[src/rtl/ps2_pkg.sv]
// Shared PS/2 definitions: FSM state codes, keyboard command bytes,
// default link timing and small constant helpers for counter sizing.
package ps2_pkg;

    // Host transmitter FSM state encoding
    typedef logic [2:0] state_t;

    localparam logic [2:0] IDLE      = 3'd0;
    localparam logic [2:0] INHIBIT   = 3'd1;
    localparam logic [2:0] REQ       = 3'd2;
    localparam logic [2:0] WAIT_CLK  = 3'd3;
    localparam logic [2:0] SHIFT     = 3'd4;
    localparam logic [2:0] ACK       = 3'd5;
    localparam logic [2:0] WAIT_IDLE = 3'd6;

    // Common keyboard command and response bytes
    localparam logic [7:0] CMD_SET_LED = 8'hED;
    localparam logic [7:0] CMD_ENABLE  = 8'hF4;
    localparam logic [7:0] CMD_RESET   = 8'hFF;
    localparam logic [7:0] RSP_ACK     = 8'hFA;

    // Default timing in 25 MHz clock cycles
    localparam int DEF_INHIBIT_CYC = 2500;    // 100 us clock inhibit
    localparam int DEF_REQ_CYC     = 25;      // data+clock low before clock release
    localparam int DEF_FILT_CYC    = 8;       // glitch filter depth
    localparam int DEF_START_TO    = 375000;  // 15 ms for device to start clocking
    localparam int DEF_FRAME_TO    = 50000;   // 2 ms for the rest of the frame

    // Bits needed for a counter that runs 0 .. n-1
    function automatic int cnt_width(input int n);
        return (n < 2) ? 1 : $clog2(n);
    endfunction

    // Largest of three values, used to size a shared timer
    function automatic int max3(input int a, input int b, input int c);
        int m;
        m = (a > b) ? a : b;
        return (m > c) ? m : c;
    endfunction

endpackage

[src/rtl/ps2_line_filter.sv]
// One PS/2 pad input: 2-FF synchronizer, FILT_CYC-deep glitch filter and a
// one-cycle strobe on each filtered 1->0 transition. Shared with the receiver.
module ps2_line_filter
    import ps2_pkg::*;
#(
    parameter int FILT_CYC = DEF_FILT_CYC
) (
    input  logic clk25,
    input  logic rst_n,
    input  logic pad,
    output logic level,
    output logic fall
);

    localparam int CW = cnt_width(FILT_CYC);

    logic [1:0]    sync;
    logic [CW-1:0] cnt;

    // Bring the asynchronous pad into the clock domain; idle line level is 1
    always_ff @(posedge clk25) begin
        if (!rst_n) begin
            sync <= 2'b11;
        end else begin
            sync <= {sync[0], pad};
        end
    end

    // Accept a new level only after FILT_CYC consecutive differing samples
    always_ff @(posedge clk25) begin
        if (!rst_n) begin
            level <= 1'b1;
            cnt   <= '0;
            fall  <= 1'b0;
        end else begin
            fall <= 1'b0;
            if (sync[1] != level) begin
                if (cnt == CW'(FILT_CYC - 1)) begin
                    level <= sync[1];
                    cnt   <= '0;
                    fall  <= level;
                end else begin
                    cnt <= cnt + CW'(1);
                end
            end else begin
                cnt <= '0;
            end
        end
    end

endmodule

[src/rtl/ps2_host_tx.sv]
// PS/2 host-to-device transmitter: inhibits the clock, requests to send,
// shifts a command byte with odd parity and stop on device clock edges and
// checks the device ACK. Lines are open-collector via registered enables.
module ps2_host_tx
    import ps2_pkg::*;
#(
    parameter int INHIBIT_CYC = DEF_INHIBIT_CYC,
    parameter int REQ_CYC     = DEF_REQ_CYC,
    parameter int FILT_CYC    = DEF_FILT_CYC,
    parameter int START_TO    = DEF_START_TO,
    parameter int FRAME_TO    = DEF_FRAME_TO
) (
    input  logic       clk25,
    input  logic       rst_n,
    input  logic       ps2c_in,
    input  logic       ps2d_in,
    output logic       ps2c_oe,
    output logic       ps2d_oe,
    input  logic [7:0] tx_data,
    input  logic       tx_valid,
    output logic       tx_ready,
    output logic       tx_busy,
    output logic       tx_done,
    output logic       tx_err,
    output logic       tx_err_to
);

    // One timer covers inhibit, request and start-timeout phases
    localparam int TW = cnt_width(max3(INHIBIT_CYC, REQ_CYC, START_TO));
    localparam int FW = cnt_width(FRAME_TO);

    state_t        state;
    logic [TW-1:0] timer;
    logic [FW-1:0] frame_cnt;
    logic [3:0]    bit_idx;
    logic [7:0]    data;
    logic          parity;

    logic c_level;
    logic c_fall;
    logic d_level;
    logic d_fall_unused;

    logic next_bit_low;
    logic in_frame;
    logic frame_expired;

    ps2_line_filter #(
        .FILT_CYC(FILT_CYC)
    ) u_filt_c (
        .clk25(clk25),
        .rst_n(rst_n),
        .pad  (ps2c_in),
        .level(c_level),
        .fall (c_fall)
    );

    ps2_line_filter #(
        .FILT_CYC(FILT_CYC)
    ) u_filt_d (
        .clk25(clk25),
        .rst_n(rst_n),
        .pad  (ps2d_in),
        .level(d_level),
        .fall (d_fall_unused)
    );

    assign tx_ready      = (state == IDLE);
    assign tx_busy       = (state != IDLE);
    assign in_frame      = (state == SHIFT) || (state == ACK) || (state == WAIT_IDLE);
    assign frame_expired = in_frame && (frame_cnt == FW'(FRAME_TO - 1));

    // Select the drive level for the bit presented on the next falling edge
    always_comb begin
        next_bit_low = 1'b0;
        if ((bit_idx >= 4'd1) && (bit_idx <= 4'd7)) begin
            next_bit_low = ~data[bit_idx[2:0]];
        end else if (bit_idx == 4'd8) begin
            next_bit_low = ~parity;
        end
    end

    // Transfer sequencer; a frame timeout overrides any edge in the same cycle
    always_ff @(posedge clk25) begin
        if (!rst_n) begin
            state     <= IDLE;
            timer     <= '0;
            frame_cnt <= '0;
            bit_idx   <= '0;
            data      <= '0;
            parity    <= 1'b0;
            ps2c_oe   <= 1'b0;
            ps2d_oe   <= 1'b0;
            tx_done   <= 1'b0;
            tx_err    <= 1'b0;
            tx_err_to <= 1'b0;
        end else begin
            tx_done   <= 1'b0;
            tx_err    <= 1'b0;
            tx_err_to <= 1'b0;

            if (frame_expired) begin
                tx_err    <= 1'b1;
                tx_err_to <= 1'b1;
                ps2c_oe   <= 1'b0;
                ps2d_oe   <= 1'b0;
                state     <= IDLE;
            end else begin
                case (state)
                    IDLE: begin
                        timer     <= '0;
                        frame_cnt <= '0;
                        bit_idx   <= '0;
                        ps2c_oe   <= 1'b0;
                        ps2d_oe   <= 1'b0;
                        if (tx_valid) begin
                            data    <= tx_data;
                            parity  <= ~^tx_data;
                            ps2c_oe <= 1'b1;
                            state   <= INHIBIT;
                        end
                    end

                    INHIBIT: begin
                        if (timer == TW'(INHIBIT_CYC - 1)) begin
                            timer   <= '0;
                            ps2d_oe <= 1'b1;
                            state   <= REQ;
                        end else begin
                            timer <= timer + TW'(1);
                        end
                    end

                    REQ: begin
                        if (timer == TW'(REQ_CYC - 1)) begin
                            timer   <= '0;
                            ps2c_oe <= 1'b0;
                            state   <= WAIT_CLK;
                        end else begin
                            timer <= timer + TW'(1);
                        end
                    end

                    WAIT_CLK: begin
                        if (c_fall) begin
                            ps2d_oe   <= ~data[0];
                            bit_idx   <= 4'd1;
                            timer     <= '0;
                            frame_cnt <= '0;
                            state     <= SHIFT;
                        end else if (timer == TW'(START_TO - 1)) begin
                            tx_err    <= 1'b1;
                            tx_err_to <= 1'b1;
                            ps2c_oe   <= 1'b0;
                            ps2d_oe   <= 1'b0;
                            state     <= IDLE;
                        end else begin
                            timer <= timer + TW'(1);
                        end
                    end

                    SHIFT: begin
                        frame_cnt <= frame_cnt + FW'(1);
                        if (c_fall) begin
                            ps2d_oe <= next_bit_low;
                            bit_idx <= bit_idx + 4'd1;
                            if (bit_idx == 4'd9) begin
                                state <= ACK;
                            end
                        end
                    end

                    ACK: begin
                        frame_cnt <= frame_cnt + FW'(1);
                        if (c_fall) begin
                            if (!d_level) begin
                                state <= WAIT_IDLE;
                            end else begin
                                tx_err  <= 1'b1;
                                ps2c_oe <= 1'b0;
                                ps2d_oe <= 1'b0;
                                state   <= IDLE;
                            end
                        end
                    end

                    WAIT_IDLE: begin
                        frame_cnt <= frame_cnt + FW'(1);
                        if (c_level && d_level) begin
                            tx_done <= 1'b1;
                            state   <= IDLE;
                        end
                    end

                    default: begin
                        ps2c_oe <= 1'b0;
                        ps2d_oe <= 1'b0;
                        state   <= IDLE;
                    end
                endcase
            end
        end
    end

endmodule

[config.mk]
export PLATFORM = sky130hd
export DESIGN_NAME = ps2_host_tx
export DESIGN_NICKNAME = d
export VERILOG_FILES = /design/src/rtl/ps2_pkg.sv /design/src/rtl/ps2_line_filter.sv /design/src/rtl/ps2_host_tx.sv
export SDC_FILE = /design/constraint.sdc
export NUM_CORES = 1
export LEC_CHECK = 0
export BUFFER_PORTS_ARGS = -buffer_cell sky130_fd_sc_hd__buf_2
export CAP_MARGIN = 25
export CORE_AREA = 2 2 94 96
export CTS_CLUSTER_SIZE = 12
export DETAILED_ROUTE_END_ITERATION = 8
export DIE_AREA = 0 0 96 98
export SLEW_MARGIN = 20
export SYNTH_ARGS = -nofsm -noshare
export SYNTH_HDL_FRONTEND = slang
export SYNTH_SLANG_ARGS = --single-unit
[constraint.sdc]
create_clock -name clk25 -period 2.3 [get_ports clk25]
set_clock_uncertainty 0.05 [all_clocks]
set_input_delay 0.23 -clock clk25 [delete_from_list [all_inputs] [get_ports clk25]]
set_output_delay 0.23 -clock clk25 [all_outputs]
set_load 0.03 [all_outputs]
After elaboration in Yosys (flattened, before gate mapping)
Cells that the tools add are included.

Add/sub/neg operators: 5. Multipliers: 0. Divide/modulo/power cells: 0. Order comparisons: 3. Equal/unequal tests: 29. Shift operators: 0. Mux-type cells: 45. Bitwise gates (word level): 10. Reductions and logical operators: 28.

Operators with widths (count): $mux W19 (4); $pmux W19 S4 (1); $pmux W16 S3 (1); $mux W3 (10); $pmux W3 S7 (1); $mux W1 (20); $add A19 B1 Y19 const B (1); $eq A19 B12 Y1 const B (1); $eq A19 B19 Y1 const B (1); $eq A19 B5 Y1 const B (1); $add A16 B1 Y16 const B (1); $eq A16 B16 Y1 const B (1); $mux W16 (1); $eq A3 B3 Y1 const B (5); $reduce_or A3 Y1 (5); $ne A2 B1 Y1 const B (6); $pmux W4 S3 (1); $reduce_and A3 Y1 (4); $reduce_and A6 Y1 (2); $ne A2 B2 Y1 const B (5); $not A1 Y1 (10); $pmux W1 S5 (2); $reduce_bool A3 Y1 (3); $eq A4 B4 Y1 const B (2); other kinds (21) (31).

Bits in registers: 69. Latch bits: 0. Bits in writable memories: 0. Memory bits (read-only): 0. Bits of input ports: 13. Output and inout port bits: 7. Logic and storage cells: 138. Memories: 0.

Logic depth before layout (Yosys ltp)
Gate-level depths: netlist of run 1.

Word-level depth: 6. Gate-level depth with buffers: 8. Gate-level depth less buffers: 7.

Hierarchy
From an unflattened synthesis of run 1, not the netlist that was laid out.

Cell total of the unflattened synthesis: 412. Area total of the unflattened synthesis: 3603.5 um2.

Modules (own cells, without submodules): ps2_host_tx (times used 1, cells an instance 376, area each 3113.0 um2, sequential area each 1121.1 um2); ps2_line_filter (times used 2, cells an instance 18, area each 245.2 um2, sequential area each 140.1 um2).

Worst setup path after synthesis of run 1
No wires, ideal clock.

Path type: flip-flop to flip-flop. Start point: register state[1]. End point: register parity. Library setup time: 0.070 ns. Data arrival time: 2.061 ns. Required time: 2.180 ns. Slack: 0.118 ns. Cell stages (with the launch flop): 8. Path buffers: 3. Clock period less this slack: 2.182 ns. Cell sequence: dfxtp_1 > clkbuf_8 > clkbuf_1 > nor3_1 > and2_1 > clkbuf_1 > nand2_1 > a21oi_1.

Elaborated cells between the ends (all ways): 9. Classes of those cells: 3 x eq/ne; 1 x bitwise; 5 x reduce/logical.

RTL lines: start: declaration (line ps2_host_tx.sv:32) `state_t state;`; start signal: assignment (line ps2_host_tx.sv:86) `state <= IDLE;`; start signal: assignment (line ps2_host_tx.sv:107) `state <= IDLE;`; start signal: assignment (line ps2_host_tx.sv:120) `state <= INHIBIT;`; $logic_not A3 Y1; named net tx_ready (line ps2_host_tx.sv:21) `output logic tx_ready,`; $reduce_and A3 Y1 (no source line); end signal: assignment (line ps2_host_tx.sv:118) `parity <= ~^tx_data;`; end: declaration (line ps2_host_tx.sv:37) `logic parity;`.

The timed path passes the listed nets, and every way through them passes these cells. A chain may end at the register's enable or synchronous reset.

Worst setup path after layout of run 1
Start point: register frame_cnt[5]. End point: register frame_cnt[7].

Cells in the longest elaborated chain, start to end: 4. Elaborated cells between the ends (all ways): 6. Classes of those cells: 1 x add/sub; 1 x eq/ne; 1 x mux; 1 x bitwise; 2 x reduce/logical.

RTL lines: start: declaration (line ps2_host_tx.sv:34) `logic [FW-1:0] frame_cnt;`; start signal: assignment (line ps2_host_tx.sv:163) `frame_cnt <= frame_cnt + FW'(1);`; start signal: assignment (line ps2_host_tx.sv:174) `frame_cnt <= frame_cnt + FW'(1);`; start signal: assignment (line ps2_host_tx.sv:188) `frame_cnt <= frame_cnt + FW'(1);`; parallel branches: the longest is 4 deep, another holds $add A16 B1 Y16.

Parallel ways; which one is timed is not known.

==> results of run 1 <==
repair_timing:
item	4_1_cts	5_1_grt
setup buffers	0	0
hold buffers	0	0
gates resized for setup	0	5
setup endpoints to repair	0	6
state kept, by name, summed over array words and instances (netlist names), 3 cells and up:
signal and count:
bit_idx 4, data 8, frame_cnt 16, state 3, timer 19, u_filt_c.cnt 3
u_filt_d.cnt 3
layout make-up:
type	instances	area [sq um]
clock buffers	11	151
clock inverters	4	47.5
fillers	872	4290
inverters	15	56.3
multi-input cells	333	2110
flip-flops and latches	69	1380
well taps	108	135
repair buffers	42	293
worst max-delay path: stages (launching register included):
cell and delay [ps]:
dfxtp_1 350, or4_4 550, or3_4 410, o22ai_2 170, buf_12 160, nor4_1 70
xnor2_1 190, nor2_1 60
power by group through the flow:
stage                     logic, mW  clock network, mW  registers (mW)
after global placement        0.932                  0            1.36
after global routing           1.04               1.06            1.35
after floorplan               0.636                  0            1.36
after CTS                     0.946               1.01            1.34
after detailed placement      0.942                  0            1.36
final                         0.947              0.989            1.34
worst min path at each step:
stage                                startpoint                           to  slack (ps)  cells past startpoint
detailed placement  u_filt_c.sync[0]$_SDFF_PN1_  u_filt_c.sync[1]$_SDFF_PN1_         340                      1
CTS                                     ps2c_in  u_filt_c.sync[0]$_SDFF_PN1_          20                      2
global placement    u_filt_d.sync[0]$_SDFF_PN1_  u_filt_d.sync[1]$_SDFF_PN1_         340                      1
finish                                  ps2c_in  u_filt_c.sync[0]$_SDFF_PN1_          30                      2
floorplan                               ps2c_in  u_filt_c.sync[0]$_SDFF_PN1_         280                      1
global route                            ps2c_in  u_filt_c.sync[0]$_SDFF_PN1_          30                      2
logic make-up (layout without fill, tap and decap cells):
group,after synthesis,count (layout),share of synthesized area
muxes,3,3,0.0151
adders and majority gates,11,11,0.0377
DFF,69,69,0.378
xor gates and xnor gates,35,35,0.0840
and+or+nand+nor,217,217,0.313
buffers and inverters,35,72,0.0480
AOI/OAI and AO/OA,67,67,0.124
Yosys cell counts (11+ instances only):
cell,instances
inv_1,14
nor2_1,45
a21oi_1,21
nand4_1,13
dfxtp_1,69
nand2_1,50
clkbuf_1,12
ha_1,11
nor3_1,12
nand3_1,34
nor4_1,15
xnor2_1,25
per-layer routing:
layer | GRT usage | vias up
met5 | 0 | -
met1 | 0.240 | 1511
met3 | 0.0301 | 19
li1 | - | 1629
met4 | 0.0835 | 0
met2 | 0.301 | 72
==> reports/metrics.csv, run 1 <==
metric,value,unit
synth_edf_count,0,
wire_per_inst,14.3,um
grt_pass1_wl,14000,um
placed_area,3960,sq um
pwr-share-seq,0.408,
yosys_warnings,0,
grt_max_degree,19,
p_leak,1.50,nW
hpwl,6150,um
totalPowerFinal,3.27,mW
critPathArrivalTime,2280,ps
drc,0,
slew_headroom,0.604,
ir_worst_vdd,0.000377,V
drive_gt1_frac,0.165,
initial_core_util,0.431,
grt_pass1_vias,3022,
syn_to_final_growth,14.4,%
htree_levels,3,
route.met3.wl,302,um
grt_usage,0.186,
status,completed,
cts_buffers,9,
final_common_cell,dfxtp_1,
vias_per_cell,5.55,
ys_top_cells_by_area,"dfxtp_1, xnor2_1, nand2_1",
ios,20,
place_ws,77.8,ps
ys_seq_elements,69,
comb_power_share,0.289,
vias,3231,
ys_types,59,
instances_no_fill,582,
intPower,2.19,mW
async_reset_ff_frac,0,
antenna_found_initial,0,
tightest_slew,589,ps
syn_area_per_cell,8.35,sq um
post-route-util,0.493,
yosysSeqAreaShare,0.378,
fin_area,4170,sq um
finalCritPeriodShare,0.916,
crit_required,2470,ps
rr_endpoint,frame_cnt[7]$_SDFFE_PN0P_,
coreArea,8470,sq um
cp-end-kind,register,
clockBufferDepth,2,
cts_tree,yes,
syn_nets,461,
antenna_left,0,
synth_top_area_frac,0.378,
drt_iter0_drc,149,
grt.overflow.total,0,
routed_wl,8350,um
fin_setup_tns,0,ps
crit_type,register to register,
p_per_area,784,nW/um^2
antenna_cells,0,
wl_met2,4010,um
cap_violations,0,
holdWs,25.8,ps
fp-row-count,34,
fmax,475,MHz
syn_inst,437,
final.setup.worst_slack,193,ps
setup_violations,0,
die_h,98,um
insertion_delay,340,ps
hold_viol,0,
m1WireLength,3860,um
netlist_area,3650,sq um
cp_max_fo,13,
io_buffer_count,19,
die_w,96,um
rsz0062_at_grt,no,
worst_setup_path_start_kind,register,
timing.final.max_slew_violations,0,
p_sw_frac,0.331,
cts_sinks,69,
clk_pin_slew,70,ps
nets,494,
rrSetupSlack,190,ps
dr.pass1.iters,4,
period_minus_slack,2110,ps
dp_cells,567,
r2r_cells,7,
p_clk_frac,0.302,
timing.critical_path.to,frame_cnt[7]$_SDFFE_PN0P_,
worstReg2RegStart,frame_cnt[5]$_SDFFE_PN0P_,
synth-main-ff-cell,dfxtp_1,
cp-startpoint,frame_cnt[5]$_SDFFE_PN0P_,
hold_path.class,primary input to register,
yosysTopAreaCell,dfxtp_1,
die_area,9410,sq um
highest_layer,met4,
final_cell_mix,"dfxtp_1, nand2_1, nor2_1",
gp_congestion,0.896,
p_switching,1.08,mW
root_buffer,clkbuf_8,
No activity file was read; power rests on OpenSTA's default activity.
==> inputs of run 2 (changes only) <==
==> constraint.sdc (replaced) <==
create_clock -name clk25 -period 2.5 [get_ports clk25]
set_clock_uncertainty 0.05 [all_clocks]
set_input_delay 0.25 -clock clk25 [delete_from_list [all_inputs] [get_ports clk25]]
set_output_delay 0.25 -clock clk25 [all_outputs]
set_load 0.01 [all_outputs]
==> run 2 against run 1 <==
  * Via count decreased by 0.84%
  * Total power decreased by 16%
  * Wire length decreased by 3.2%
  * Die area unchanged
  * Fmax decreased by 5.4%
==> reports/metrics.csv, run 2 (synthesis gave the netlist of run 1 again) <==
metric,value,unit,change
status,completed,,
final_cell_mix,"dfxtp_1, nand2_1, nor2_1",,
nets,488,,-1.2%
antenna_left,0,,unchanged
root_buffer,clkbuf_8,,
grt_usage,0.185,,-0.000987
drive_gt1_frac,0.139,,-0.0257
tightest_slew,552,ps,-36.7 ps
ios,20,,unchanged
cts_buffers,9,,unchanged
grt.overflow.total,0,,unchanged
crit_type,register to register,,
cts_sinks,69,,unchanged
cap_violations,0,,unchanged
die_w,96,um,unchanged
wire_per_inst,14.0,um,-2.2%
p_switching,0.936,mW,-14%
finalCritPeriodShare,0.891,,-0.0247
antenna_found_initial,0,,unchanged
cts_resized,0,,unchanged
fin_setup_tns,0,ps,unchanged
slowest_stage,or4_4,,
grt_max_degree,22,,+3
p_sw_frac,0.342,,+0.0109
clockBufferDepth,2,,unchanged
die_h,98,um,unchanged
grt_pass1_wl,13800,um,-1.3%
routed_wl,8080,um,-3.2%
pwr-share-seq,0.445,,+0.037
antenna_cells,0,,unchanged
initial_core_util,0.431,,unchanged
cp_max_fo,8,,-5
drc,0,,unchanged
die_area,9410,sq um,unchanged
intPower,1.80,mW,-18%
ctsHoldBuffers,0,,unchanged
rsz0062_at_grt,no,,
timing.final.max_slew_violations,0,,unchanged
fill_cells,887,,+1.7%
grt_pass1_vias,2921,,-3.3%
hold_path.class,primary input to register,,
io_buffer_count,19,,unchanged
clk_pin_slew,80,ps,about the same
cp_slowest_stage_delay,550,ps,about the same
htree_levels,3,,unchanged
post_cts_buffers,0,,unchanged
insertion_delay,340,ps,about the same
critPathArrivalTime,2410,ps,+130 ps
fmax,449,MHz,-5.4%
cp-end-kind,register,,
hold_viol,0,,unchanged
p_per_area,677,nW/um^2,-14%
vias,3204,,-0.84%
drt_iter0_drc,227,,+52%
regMostFlops,timer,,
dp_cells,561,,-1.1%
top_regs,"timer x19, frame_cnt x16, data x8",,
syn_to_final_growth,10.9,%,
path_cells,or4_4 -> or3_4 -> or2_1 -> nand2_8 -> a21oi_2 -> a41o_1,,
crit_required,2680,ps,+210 ps
coreArea,8470,sq um,unchanged
hpwl,5880,um,-4.3%
slew_headroom,0.629,,+0.0247
cts_tree,yes,,
final_common_cell,dfxtp_1,,
instances_no_fill,576,,-1.0%
dr.pass1.iters,4,,unchanged
p_clk_frac,0.279,,-0.023
fp-row-count,34,,unchanged
comb_power_share,0.276,,-0.013
largest_reg_flops,19,,unchanged
gp_congestion,0.901,,+0.50%
period_minus_slack,2230,ps,+121 ps
setup_violations,0,,unchanged
ir_worst_vdd,0.000329,V,-13%
p_leak,1.43,nW,-4.5%
vias_per_cell,5.56,,+0.20%
worst_setup_path_start_kind,register,,
-- run 2: cell types whose count changed in the layout (fill, tap and decap cells not counted), moves of 2 or more --
cell	delta
buf_12	-2
buf_4	-4
clkbuf_8	-2
clkbuf_1	+2
-- run 2: worst paths after layout --
| kind | cells past startpoint | start | endpoint | slack (ps) |
|---|---|---|---|---|
| max | 6 | frame_cnt[5]$_SDFFE_PN0P_ | state[1]$_SDFFE_PP0P_ | 270 |
| min | 2 | ps2c_in | u_filt_c.sync[0]$_SDFF_PN1_ | 50 |
| max reg2reg | 6 | frame_cnt[5]$_SDFFE_PN0P_ | state[1]$_SDFFE_PP0P_ | 270 |
| min reg2reg | 1 | u_filt_d.sync[0]$_SDFF_PN1_ | u_filt_d.sync[1]$_SDFF_PN1_ | 360 |
-- run 2: power groups by stage --
stage | Clock, mW | Sequential, mW | Combinational [mW]
final | 0.765 | 1.22 | 0.756
after global routing | 0.851 | 1.23 | 0.842
after CTS | 0.801 | 1.22 | 0.753
after detailed placement | 0 | 1.24 | 0.749
after global placement | 0 | 1.24 | 0.751
after floorplan | 0 | 1.23 | 0.555
-- run 2: critical path: cells and delay by family, from the launching register on --
| kind | cells | cell delay [ps] |
|---|---|---|
| simple gates | 4 | 1480 |
| flops | 1 | 350 |
| compound gates | 2 | 240 |
-- run 2: routing by layer --
metal  track usage  up-vias  routed length, um
li1              -     1619                  -
met1         0.240     1526               3740
met2         0.295       52               3950
met3        0.0471        7                313
met4        0.0648        0                 76
met5             0        -                  0
-- run 2: area by class of cell --
class | count | area (sq um) | share of cell area
Timing Repair Buffer | 36 | 223 | 0.0550
Clock inverter | 4 | 26.3 | 0.00649
Sequential cell | 69 | 1380 | 0.341
Inverter | 15 | 56.3 | 0.0139
Clock buffer | 11 | 131 | 0.0325
Tap cell | 108 | 135 | 0.0334
Multi-Input combinational cell | 333 | 2090 | 0.517
-- run 2: metrics by stage --
| step | area [sq um] | util | power (mW) | hold slack, ps | setup WS [ps] |
|---|---|---|---|---|---|
| floorplan | 3650 | - | 1.79 | 301 | 439 |
| global placement | 3890 | 0.459 | 1.99 | 340 | 312 |
| detailed placement | 3890 | 0.459 | 1.99 | 348 | 291 |
| CTS | 4050 | 0.478 | 2.77 | 35.0 | 274 |
| global route | 4050 | 0.478 | 2.92 | 33.2 | 113 |
| finish | 4050 | 0.478 | 2.74 | 47.8 | 272 |
==> inputs of run 3 (changes only) <==
==> constraint.sdc (replaced) <==
create_clock -name clk25 -period 2.2 [get_ports clk25]
set_clock_uncertainty 0.05 [all_clocks]
set_input_delay 0.22 -clock clk25 [delete_from_list [all_inputs] [get_ports clk25]]
set_output_delay 0.22 -clock clk25 [all_outputs]
set_load 0.01 [all_outputs]
==> run 3 against run 2 <==
  * Worst setup slack got worse by 130 ps
  * Final cell count increased by 2.8%
  * First-iteration DRC count down 37%
  * Wire length is 5.4% higher
  * Clock power grew 37%
  * Critical path depth is the same
  * Total power is 24% higher
  * Critical path type unchanged
  * Critical endpoint unchanged
  * Largest cell class unchanged
  * Largest power group unchanged
  * Highest routed layer unchanged
==> reports/metrics.csv, run 3 (synthesis gave the netlist of run 1 again) <==
metric,value,unit,change
crit_required,2390,ps,-290 ps
antenna_left,0,,unchanged
cp-end-kind,register,,
cts_sinks,69,,unchanged
timing.final.max_slew_violations,0,,unchanged
wire_per_inst,14.4,um,+2.5%
r2r_cells,6,,unchanged
instances_no_fill,592,,+2.8%
regMostFlops,timer,,
clk_pin_slew,70,ps,about the same
grt.overflow.total,0,,unchanged
hpwl,6180,um,+5.2%
period_minus_slack,2050,ps,-174 ps
cts_tree,yes,,
top_regs,"timer x19, frame_cnt x16, data x8",,
finalCritPeriodShare,0.934,,+0.0426
io_buffer_count,19,,unchanged
setup_violations,0,,unchanged
grt_max_degree,19,,-14%
gp_congestion,0.911,,+1.2%
grt_usage,0.191,,+0.00618
die_w,96,um,unchanged
dp_cells,578,,+3.0%
antenna_found_initial,0,,unchanged
cap_violations,0,,unchanged
vias,3240,,+1.1%
path_cells,or4_4 -> or3_4 -> or2_4 -> nand2_8 -> a21oi_2 -> a41o_1,,
rsz0062_at_grt,no,,
p_leak,1.56,nW,+8.6%
routed_wl,8510,um,+5.4%
hold_viol,0,,unchanged
ir_worst_vdd,0.000307,V,-6.8%
tightest_slew,472,ps,-80.4 ps
wl_met2,4100,um,+3.7%
crit_type,register to register,,
drc,0,,unchanged
nets,505,,+3.5%
cts_buffers,9,,unchanged
ios,20,,unchanged
m1WireLength,3880,um,+3.6%
hold_path.class,primary input to register,,
insertion_delay,340,ps,about the same
dr.pass1.iters,4,,unchanged
drt_iter0_drc,144,,-37%
cp_slowest_stage_delay,540,ps,about the same
fill_cells,819,,-7.7%
holdWs,11.1,ps,-36.8 ps
route.met3.wl,377,um,+20%
final_cell_mix,"dfxtp_1, nand2_1, nor2_1",,
final_common_cell,dfxtp_1,,
fp-row-count,34,,unchanged
coreArea,8470,sq um,unchanged
fmax,487,MHz,+8.5%
ctsHoldBuffers,0,,unchanged
rr_endpoint,state[1]$_SDFFE_PP0P_,,
clockBufferDepth,2,,unchanged
die_h,98,um,unchanged
worst_setup_path_start_kind,register,,
die_area,9410,sq um,unchanged
initial_core_util,0.431,,unchanged
htree_levels,3,,unchanged
drive_gt1_frac,0.178,,+0.0388
p_per_area,796,nW/um^2,+18%
highest_layer,met4,,
slew_headroom,0.683,,+0.0541
fin_setup_tns,0,ps,unchanged
largest_reg_flops,19,,unchanged
worst_hold_path.endpoint,u_filt_d.sync[0]$_SDFF_PN1_,,
min_path_cells,2,,unchanged
antenna_cells,0,,unchanged
min_from,ps2d_in,,
vias_per_cell,5.47,,-1.6%
status,completed,,
worstReg2RegStart,frame_cnt[5]$_SDFFE_PN0P_,,
syn_to_final_growth,16.6,%,
cp_max_fo,8,,unchanged
root_buffer,clkbuf_8,,
grt_pass1_wl,14100,um,+2.5%
grt_pass1_vias,3098,,+6.1%
critPathArrivalTime,2240,ps,-170 ps
rrSetupSlack,150,ps,-130 ps
slowest_stage,or4_4,,
## run 3: cell count changes in the layout (fill, tap and decap cells not counted), sizes merged
cell / previous run / this run
clkbuf: 11 / 13
clkinvlp: 1 / 0
clkinv: 4 / 1
buf: 36 / 53
bufinv: 0 / 1
## run 3: per-stage QoR
step           setup WS (ps)  utilization  area, sq um  total power [mW]
2_1_floorplan            139            -         3650              2.03
3_3_place_gp            68.3        0.477         4040              2.34
3_5_place_dp            32.8        0.477         4040              2.35
4_1_cts                 23.4        0.501         4240              3.41
5_1_grt                 20.5        0.503         4260              3.58
6_report                 145        0.503         4260              3.39
## run 3: area by class of cell
cell class              count  area [sq um]  area share
multi-input cells         333          2110       0.495
clock inverters             1          30.0     0.00706
flip-flops and latches     69          1380       0.325
inverters                  15          56.3      0.0132
well taps                 108           135      0.0318
clock buffers              13           169      0.0397
repair buffers             53           375      0.0882
## run 3: metal layers
layer / up-vias / GRT usage
met5: - / 0
met4: 0 / 0.0879
met3: 14 / 0.0409
met2: 67 / 0.309
met1: 1505 / 0.240
li1: 1654 / -
## run 3: how the worst max path moves through the flow
stage,from,depth (start not counted),to
global placement,frame_cnt[5]$_SDFFE_PN0P_,6,state[1]$_SDFFE_PP0P_
floorplan,frame_cnt[5]$_SDFFE_PN0P_,7,state[1]$_SDFFE_PP0P_
CTS,frame_cnt[5]$_SDFFE_PN0P_,6,state[1]$_SDFFE_PP0P_
detailed placement,frame_cnt[5]$_SDFFE_PN0P_,6,state[1]$_SDFFE_PP0P_
global route,timer[0]$_SDFFE_PN0P_,7,state[2]$_SDFFE_PP0P_
finish,frame_cnt[5]$_SDFFE_PN0P_,6,state[1]$_SDFFE_PP0P_
## run 3: worst max-delay path: cells and delay by family, from the launching register on
family             cells  cell delay (ps)
AOI/OAI and AO/OA      2              220
and+or+nand+nor        4             1360
DFF                    1              310
## run 3: timing repair
| item | 4_1_cts | 5_1_grt |
|---|---|---|
| resized for setup | 0 | 4 |
| buffers inserted | 0 | 0 |
| endpoints found under the setup margin | 0 | 7 |
## run 3: power by group
part	leakage (nW)	switching (mW)	internal, mW	total (mW)
Combinational	0.897	0.551	0.391	0.942
Sequential	0.559	0.0681	1.32	1.39
Clock	0.102	0.449	0.605	1.05
